[config.mk]
export PLATFORM = sky130hd
export DESIGN_NAME = guess_ctrl_mp
export DESIGN_NICKNAME = d
export VERILOG_FILES = /design/src/rtl/guess_ctrl_mp.sv
export SDC_FILE = /design/constraint.sdc
export NUM_CORES = 1
export LEC_CHECK = 0
export CAP_MARGIN = 20
export CORE_MARGIN = 8
export CORE_UTILIZATION = 51
export DETAILED_ROUTE_END_ITERATION = 10
export GPL_TIMING_DRIVEN = 0
export PLACE_DENSITY = 0.75
export SYNTH_ARGS = -nofsm -noshare
export SYNTH_HDL_FRONTEND = slang
export SYNTH_SLANG_ARGS = --single-unit
[constraint.sdc]
create_clock -name clk -period 2.1 [get_ports clk]
set_input_delay 0.42 -clock clk [delete_from_list [all_inputs] [get_ports clk]]
set_output_delay 0.42 -clock clk [all_outputs]
set_load 0.03 [all_outputs]
[src/rtl/guess_ctrl_mp.sv]
// Multi-player number-guessing game controller: players take turns guessing,
// each with a bounded number of attempts, until someone hits the secret or all run out.
module guess_ctrl_mp #(
  parameter int NUM_PLAYERS  = 2,
  parameter int MAX_ATTEMPTS = 7,
  parameter int CNT_W        = 8,
  localparam int PW          = (NUM_PLAYERS > 1) ? $clog2(NUM_PLAYERS) : 1
) (
  input  logic             clk,
  input  logic             reset_n,
  input  logic             i_enter,
  input  logic             i_over,
  input  logic             i_under,
  input  logic             i_equal,
  output logic             o_inc_actual,
  output logic             o_update_leds,
  output logic [PW-1:0]    o_player,
  output logic [CNT_W-1:0] o_attempt,
  output logic             o_win,
  output logic             o_dead,
  output logic [PW-1:0]    o_winner,
  output logic [2:0]       dbg_state
);

  typedef enum logic [2:0] {
    IDLE, GEN_REL, CMP, SHOW, WAIT_PRESS, WAIT_REL, WIN, DEAD
  } state_t;

  // Restart from WIN/DEAD needs a fresh press: see low, then high, then low again.
  typedef enum logic [1:0] {RS_LOW, RS_PRESS, RS_REL} restart_t;

  localparam logic [CNT_W-1:0] MAX_C = CNT_W'(MAX_ATTEMPTS);

  state_t           state, state_nx;
  restart_t         rs, rs_nx;
  logic [PW-1:0]    player;
  logic [PW-1:0]    winner;
  logic [CNT_W-1:0] cnt [NUM_PLAYERS];
  logic             all_done;
  logic             found;
  logic [PW-1:0]    next_player;

  always_comb begin
    all_done = 1'b1;
    for (int i = 0; i < NUM_PLAYERS; i++) begin
      if (cnt[i] < MAX_C) all_done = 1'b0;
    end
  end

  // Round-robin pick: first eligible index above the current one, then wrap
  // around to the lowest eligible index (which may be the current player).
  always_comb begin
    found       = 1'b0;
    next_player = player;
    for (int i = 0; i < NUM_PLAYERS; i++) begin
      if (!found && (PW'(i) > player) && (cnt[i] < MAX_C)) begin
        found       = 1'b1;
        next_player = PW'(i);
      end
    end
    for (int i = 0; i < NUM_PLAYERS; i++) begin
      if (!found && (PW'(i) <= player) && (cnt[i] < MAX_C)) begin
        found       = 1'b1;
        next_player = PW'(i);
      end
    end
  end

  always_comb begin
    o_attempt = '0;
    for (int i = 0; i < NUM_PLAYERS; i++) begin
      if (PW'(i) == player) o_attempt = cnt[i];
    end
  end

  always_comb begin
    state_nx = state;
    rs_nx    = rs;
    case (state)
      IDLE:       if (i_enter) state_nx = GEN_REL;
      GEN_REL:    if (!i_enter) state_nx = CMP;
      CMP: begin
        if (i_equal) begin
          state_nx = WIN;
          rs_nx    = RS_LOW;
        end else if (i_under || i_over) begin
          state_nx = SHOW;
        end else begin
          state_nx = IDLE;
        end
      end
      SHOW: begin
        if (all_done) begin
          state_nx = DEAD;
          rs_nx    = RS_LOW;
        end else begin
          state_nx = WAIT_PRESS;
        end
      end
      WAIT_PRESS: if (i_enter) state_nx = WAIT_REL;
      WAIT_REL:   if (!i_enter) state_nx = CMP;
      WIN, DEAD: begin
        case (rs)
          RS_LOW:   if (!i_enter) rs_nx = RS_PRESS;
          RS_PRESS: if (i_enter) rs_nx = RS_REL;
          RS_REL:   if (!i_enter) state_nx = IDLE;
          default:  rs_nx = RS_LOW;
        endcase
      end
      default: state_nx = IDLE;
    endcase
  end

  always_ff @(posedge clk or negedge reset_n) begin
    if (!reset_n) begin
      state  <= IDLE;
      rs     <= RS_LOW;
      player <= '0;
      winner <= '0;
      for (int i = 0; i < NUM_PLAYERS; i++) cnt[i] <= '0;
    end else begin
      state <= state_nx;
      rs    <= rs_nx;
      case (state)
        IDLE: begin
          player <= '0;
          for (int i = 0; i < NUM_PLAYERS; i++) cnt[i] <= '0;
        end
        CMP: begin
          for (int i = 0; i < NUM_PLAYERS; i++) begin
            if ((PW'(i) == player) && (cnt[i] < MAX_C)) cnt[i] <= cnt[i] + CNT_W'(1);
          end
          if (i_equal) winner <= player;
        end
        SHOW: if (!all_done) player <= next_player;
        default: ;
      endcase
    end
  end

  assign o_inc_actual  = (state == IDLE);
  assign o_update_leds = (state == SHOW) || (state == WIN);
  assign o_win         = (state == WIN);
  assign o_dead        = (state == DEAD);
  assign o_player      = player;
  assign o_winner      = winner;
  assign dbg_state     = state;

endmodule

**Yosys cells after proc, flatten, opt, wreduce, memory -nomap -nowiden**

Cells that the tools add are included.

- Logic and storage cells: 95
- Bits in writable memories: 0
- Memory bits (read-only): 0
- Bits in latches: 0
- Input port bits: 6
- Memories: 0
- Output and inout bits: 17
- Flip-flop bits (word level): 23

- $mul: 0
- Muxes and demuxes: 30
- $add $sub $neg: 2
- Reduce and logical (&&, ||, !) cells: 27
- Equal/unequal tests: 23
- Div/mod/pow operators: 0
- Shift-type cells: 0
- Bitwise logic cells: 1
- Order comparisons: 6

Operator list:

| cell | count |
|---|---|
| 16-bit case mux with 2 select lines | 1 |
| 8-bit two-way mux | 3 |
| 2-bit != test, second input constant | 11 |
| 3-bit two-way mux | 6 |
| 3-bit case mux with 6 select lines | 1 |
| 8-bit by 1-bit adder with 8-bit output, second input constant | 2 |
| 8-bit by 3-bit less-than comparator with 1-bit output, second input constant | 2 |
| 3-bit == test, second input constant | 4 |
| 2-bit two-way mux | 6 |
| 2-bit case mux with 3 select lines | 2 |
| 1-bit two-way mux | 10 |
| 1-bit logical AND | 9 |
| 3-bit by 2-bit == test with 1-bit output, second input constant | 2 |
| 3-bit != test, second input constant | 2 |
| 2-bit AND reduction | 3 |
| 6-bit AND reduction | 1 |
| 5-bit != test, second input constant | 1 |
| 5-bit AND reduction | 1 |
| 2-bit nonzero test | 2 |
| 2-bit OR reduction | 2 |
| 3-bit by 1-bit == test with 1-bit output, second input constant | 1 |
| 1-bit zero test | 3 |
| 3-bit zero test | 1 |
| 3-bit AND reduction | 1 |
| other kinds (9) | 12 |

**Depth between registers and ports, before layout**

- Word-level depth: 17
- Gate-level depth with buffers: 5
- Depth with buffers taken out: 5

**Worst setup path after synthesis**

No wires, ideal clock.

- Kind: flip-flop to output port
- From: register state[2], in the netlist dbg_state[2]
- To: output port o_update_leds
- Arrival time: 1.620 ns
- Required time: 1.680 ns
- Slack: 0.060 ns
- Cell stages (with the launch flop): 4
- Path through: dfrtp_1 -> buf_2 -> nand2_1 -> o21ai_0

- Longest elaborated chain between the ends: 2
- Elaborated cells on any way between the ends: 3
- Those cells by class: eq/ne (2); reduce/logical (1)

Ends and longest elaborated chain:

| element | line | text |
|---|---|---|
| start, declared | 34 | `state_t state, state_nx;` |
| start signal, assigned | 122 | `state <= state_nx;` |
| 3-bit by 2-bit == test with 1-bit output / 3-bit == test (equally long branches) | 142 | `assign o_update_leds = (state == SHOW) \|\| (state == WIN);` |
| 1-bit logical OR (*) | 142 |  |
| end, declared | 16 | `output logic o_update_leds,` |

Mark *: on every way between the ends. The rest lies on a longest branch, timed or not.

**Worst setup path after layout**

- From: register state[1], in the netlist dbg_state[1]
- To: output port o_inc_actual

- Longest elaborated chain between the ends: 1

Ends and longest elaborated chain:

| element | line | text |
|---|---|---|
| 3-bit zero test | 141 | `assign o_inc_actual = (state == IDLE);` |
| end, declared | 15 | `output logic o_inc_actual,` |

No other way between the ends.

==> run_results.csv <==
group,metric,value,unit
global_route,initial_antenna_violation_count,0,
die,top_level_ports,23,
setup_path,crit_path_frequent_cell,"sky130_fd_sc_hd__buf_4",
place,place_worst_setup_slack,-0.2213,ns
sta,post-route-worst-setup-slack,0.07176,ns
global_route,grt_start_max_net_pins,24,
logic_synthesis,synthCells,117,
setup_path,critical_path.reg2reg.endpoint,"dbg_state[1]",
logic_synthesis,synth_cell_type_count,41,
finish,finish.instance_area,0.001578,mm²
pwr,power.density,1100,mW/mm²
clocking,cts_hold_buf,0,
global_route,grt_first_pass_wirelength,4.774,mm
routing,drt_iter0_markers,68,
place,placed_area,0.001505,mm²
finish,n_antenna_cell,0,
clocking,tritoncts,"yes",
clocking,clock-root-buffer,"sky130_fd_sc_hd__clkbuf_4",
finish,final_core_utilization,66.09,%
logic_synthesis,postSynth.topFlopCell,"sky130_fd_sc_hd__dfrtp_1",
setup_path,critical_path.slowest_cell,"sky130_fd_sc_hd__or3_4",
logic_synthesis,area_share_of_the_largest_cell_type_after_synthesis,46.14,%
routing,vias_per_cell,5.585,
sta,timing.clock.skew,0.005925,ns
worst_hold_path,worst_hold_path_type,"in -> async",
die,initial_utilization,52.25,%
clocking,max_clock_buf_depth,2,
setup_path,critPathTopFamily,"buffers and inverters",
setup_path,r2r_setup_slack,0.33,ns
routing,avgRoutedWirePerCell,15.27,µm
logic_synthesis,syn-cell-area,0.001247,mm²
global_route,grt.overflow.total,0,
clocking,cts_htree_levels,1,
global_route,grt_pass1_vias,1024,
logic_synthesis,number_of_flops_mapped_to_enable_cells_by_yosys,0,
sta,grt_setup_unrepaired,"false",
clocking,clkTransAtPathRegs,0.12,ns
routing,detail-route-antenna-nets,0,
routing,first_pass_iters,4,
finish,final_cell_mix,"22 x sky130_fd_sc_hd__dfrtp_1, 11 x sky130_fd_sc_hd__nor2_1, 10 x sky130_fd_sc_hd__clkdlybuf4s50_1",
sta,timing.final.crit_share,96.58,%
die,die-area,0.004284,mm²
setup_path,critical_path_depth,4,
setup_path,critical_path_peak_fanout,10,
sta,final.min_clock_period,2.028,ns
clocking,cts_made_buffers,3,
setup_path,max_stage_delay,0.43,ns
routing,dr_total_vias,983,
routing,drt_wl_total,2.687,mm
setup_path,setup.worst_path.class,"reg -> out",
finish,n_fill_cell,203,
finish,area_growth_syn_to_fin,26.48,%
place,io_buffer_count,22,
sta,finalHoldViolCount,0,
logic_synthesis,synth-seq-cells,23,
die,die_h,65.46,µm
setup_path,rr_startpoint,"cnt[0]",
setup_path,worstSetupEndpointType,"primary output",
place,post-dp-hpwl,2.011,mm
status,outcome,"finished clean",
setup_path,cp_data_arrival_time,1.61,ns
logic_synthesis,netlist.top_cell.by_area,"sky130_fd_sc_hd__dfrtp_1",
logic_synthesis,ys_top_cells_by_area,"sky130_fd_sc_hd__dfrtp_1 46%, sky130_fd_sc_hd__mux2_2 8.1%, sky130_fd_sc_hd__and2_1 4.0%",
logic_synthesis,synth.avg_cell_area,10.66,µm²
setup_path,r2r_cells,5,
routing,route.detailed.drc,0,
clocking,clock_insertion_delay_worst_skew,0.32,ns
sta,setup_viol,0,
sta,tightest_slew,0.4376,ns
die,std_cell_rows,18,
setup_path,cells_along_the_critical_path,"buf_4, or3_4, inv_2, buf_4",
die,chipWidth,65.46,µm
setup_path,critical_path_required_time,1.68,ns
pwr,p_leak,0.7667,nW
sta,drv_slew,0,
logic_synthesis,postSynth.asyncResetShare,100.0,%
finish,drive_gt1_share,28.08,%
sta,max_freq,493.0,MHz
pwr,vdd.ir_drop.worst,0.8154,mV
finish,nets,155,
finish,commonest_non_fill_non_tap_cell_in_the_layout,"sky130_fd_sc_hd__dfrtp_1",
sta,max_slew_margin,70.60,%
logic_synthesis,mappedNetlistNets,125,
die,area_inside_the_core_boundary,0.002387,mm²
run,max-cap-violations,0,
clocking,clkSinkCount,23,
logic_synthesis,synth_warn,0,
place,gp_congestion,0.7619,
setup_path,category_of_the_worst_setup_path_launch_point,"register",
logic_synthesis,synth-seq-area-share,46.14,%
global_route,grtUsageTotal,13.84,%
setup_path,critical_path.n_buffers_inverters,3,
-- layer usage --
layer / global-route usage (%) / wire [µm]
met4: 6.540 / 44
met2: 22.14 / 1268
met5: 0 / 0
met1: 16.68 / 1192
met3: 4.082 / 181
-- power breakdown --
| group | total (mW) | internal [mW] | switching (mW) |
|---|---|---|---|
| Combinational | 0.952 | 0.411 | 0.541 |
| Sequential | 0.576 | 0.515 | 0.0609 |
| Clock | 0.208 | 0.0713 | 0.137 |
-- worst max path at each step --
stage / startpoint / endpoint / slack, ns
floorplan: dbg_state[2] / o_update_leds / 0.06
global placement: dbg_state[1] / o_inc_actual / -0.20
detailed placement: dbg_state[1] / o_inc_actual / -0.22
CTS: dbg_state[2] / o_win / 0.02
global route: dbg_state[1] / o_inc_actual / 0.01
finish: dbg_state[1] / o_inc_actual / 0.07
-- area by class of cell --
class	instances	area (µm²)	area share [%]
Multi-Input combinational cell	84	626.9	39.73
Sequential cell	23	576.8	36.56
Timing Repair Buffer	26	257.7	16.34
Tap cell	30	37.54	2.379
Buffer	5	36.28	2.300
Clock buffer	3	22.52	1.427
Inverter	4	15.01	0.9516
Clock inverter	1	5.005	0.3172
-- cells in the mapped netlist (all sizes together), types with 2 or more instances --
library cell and n:
and2 8, nand2 9, buf 5, a41oi 4
nand3 2, dfrtp 23, mux2 9, o22ai 2
a31o 2, nor3b 2, a211o 2, o21ai 6
nor3 4, nor2 11, a21oi 2, ha 2
inv 4, mux2i 3
-- metrics by stage --
step	power (mW)	hold slack [ns]	TNS [ns]	cells
2_1_floorplan	1.211	0.1244	0	117
3_3_place_gp	1.481	0.4882	-1.004	169
3_5_place_dp	1.500	0.4966	-1.140	169
4_1_cts	1.698	0.5262	0	172
5_1_grt	1.869	0.3375	0	176
6_report	1.736	0.3383	0	176
-- state kept, by name, summed over array words and instances (netlist names) --
signal / count
cnt: 16
o_player: 1
dbg_state: 3
rs: 2
o_winner: 1
-- cells by family (layout without fill, tap and decap cells) --
group | Yosys count | after routing | share of synthesized area, %
AOI/OAI and AO/OA | 26 | 26 | 15.15
buffers and inverters | 10 | 39 | 4.011
muxes | 12 | 12 | 10.53
adders and majority gates | 2 | 2 | 2.006
xor gates and xnor gates | 1 | 1 | 0.7022
DFF | 23 | 23 | 46.14
and+or+nand+nor | 43 | 43 | 21.47
-- repair_timing --
action                     in CTS  in global routing
buffers inserted                0                  3
setup endpoints to repair      12                  9
resized for setup              36                  7
Note: power is estimated with default switching activity, not from simulation.
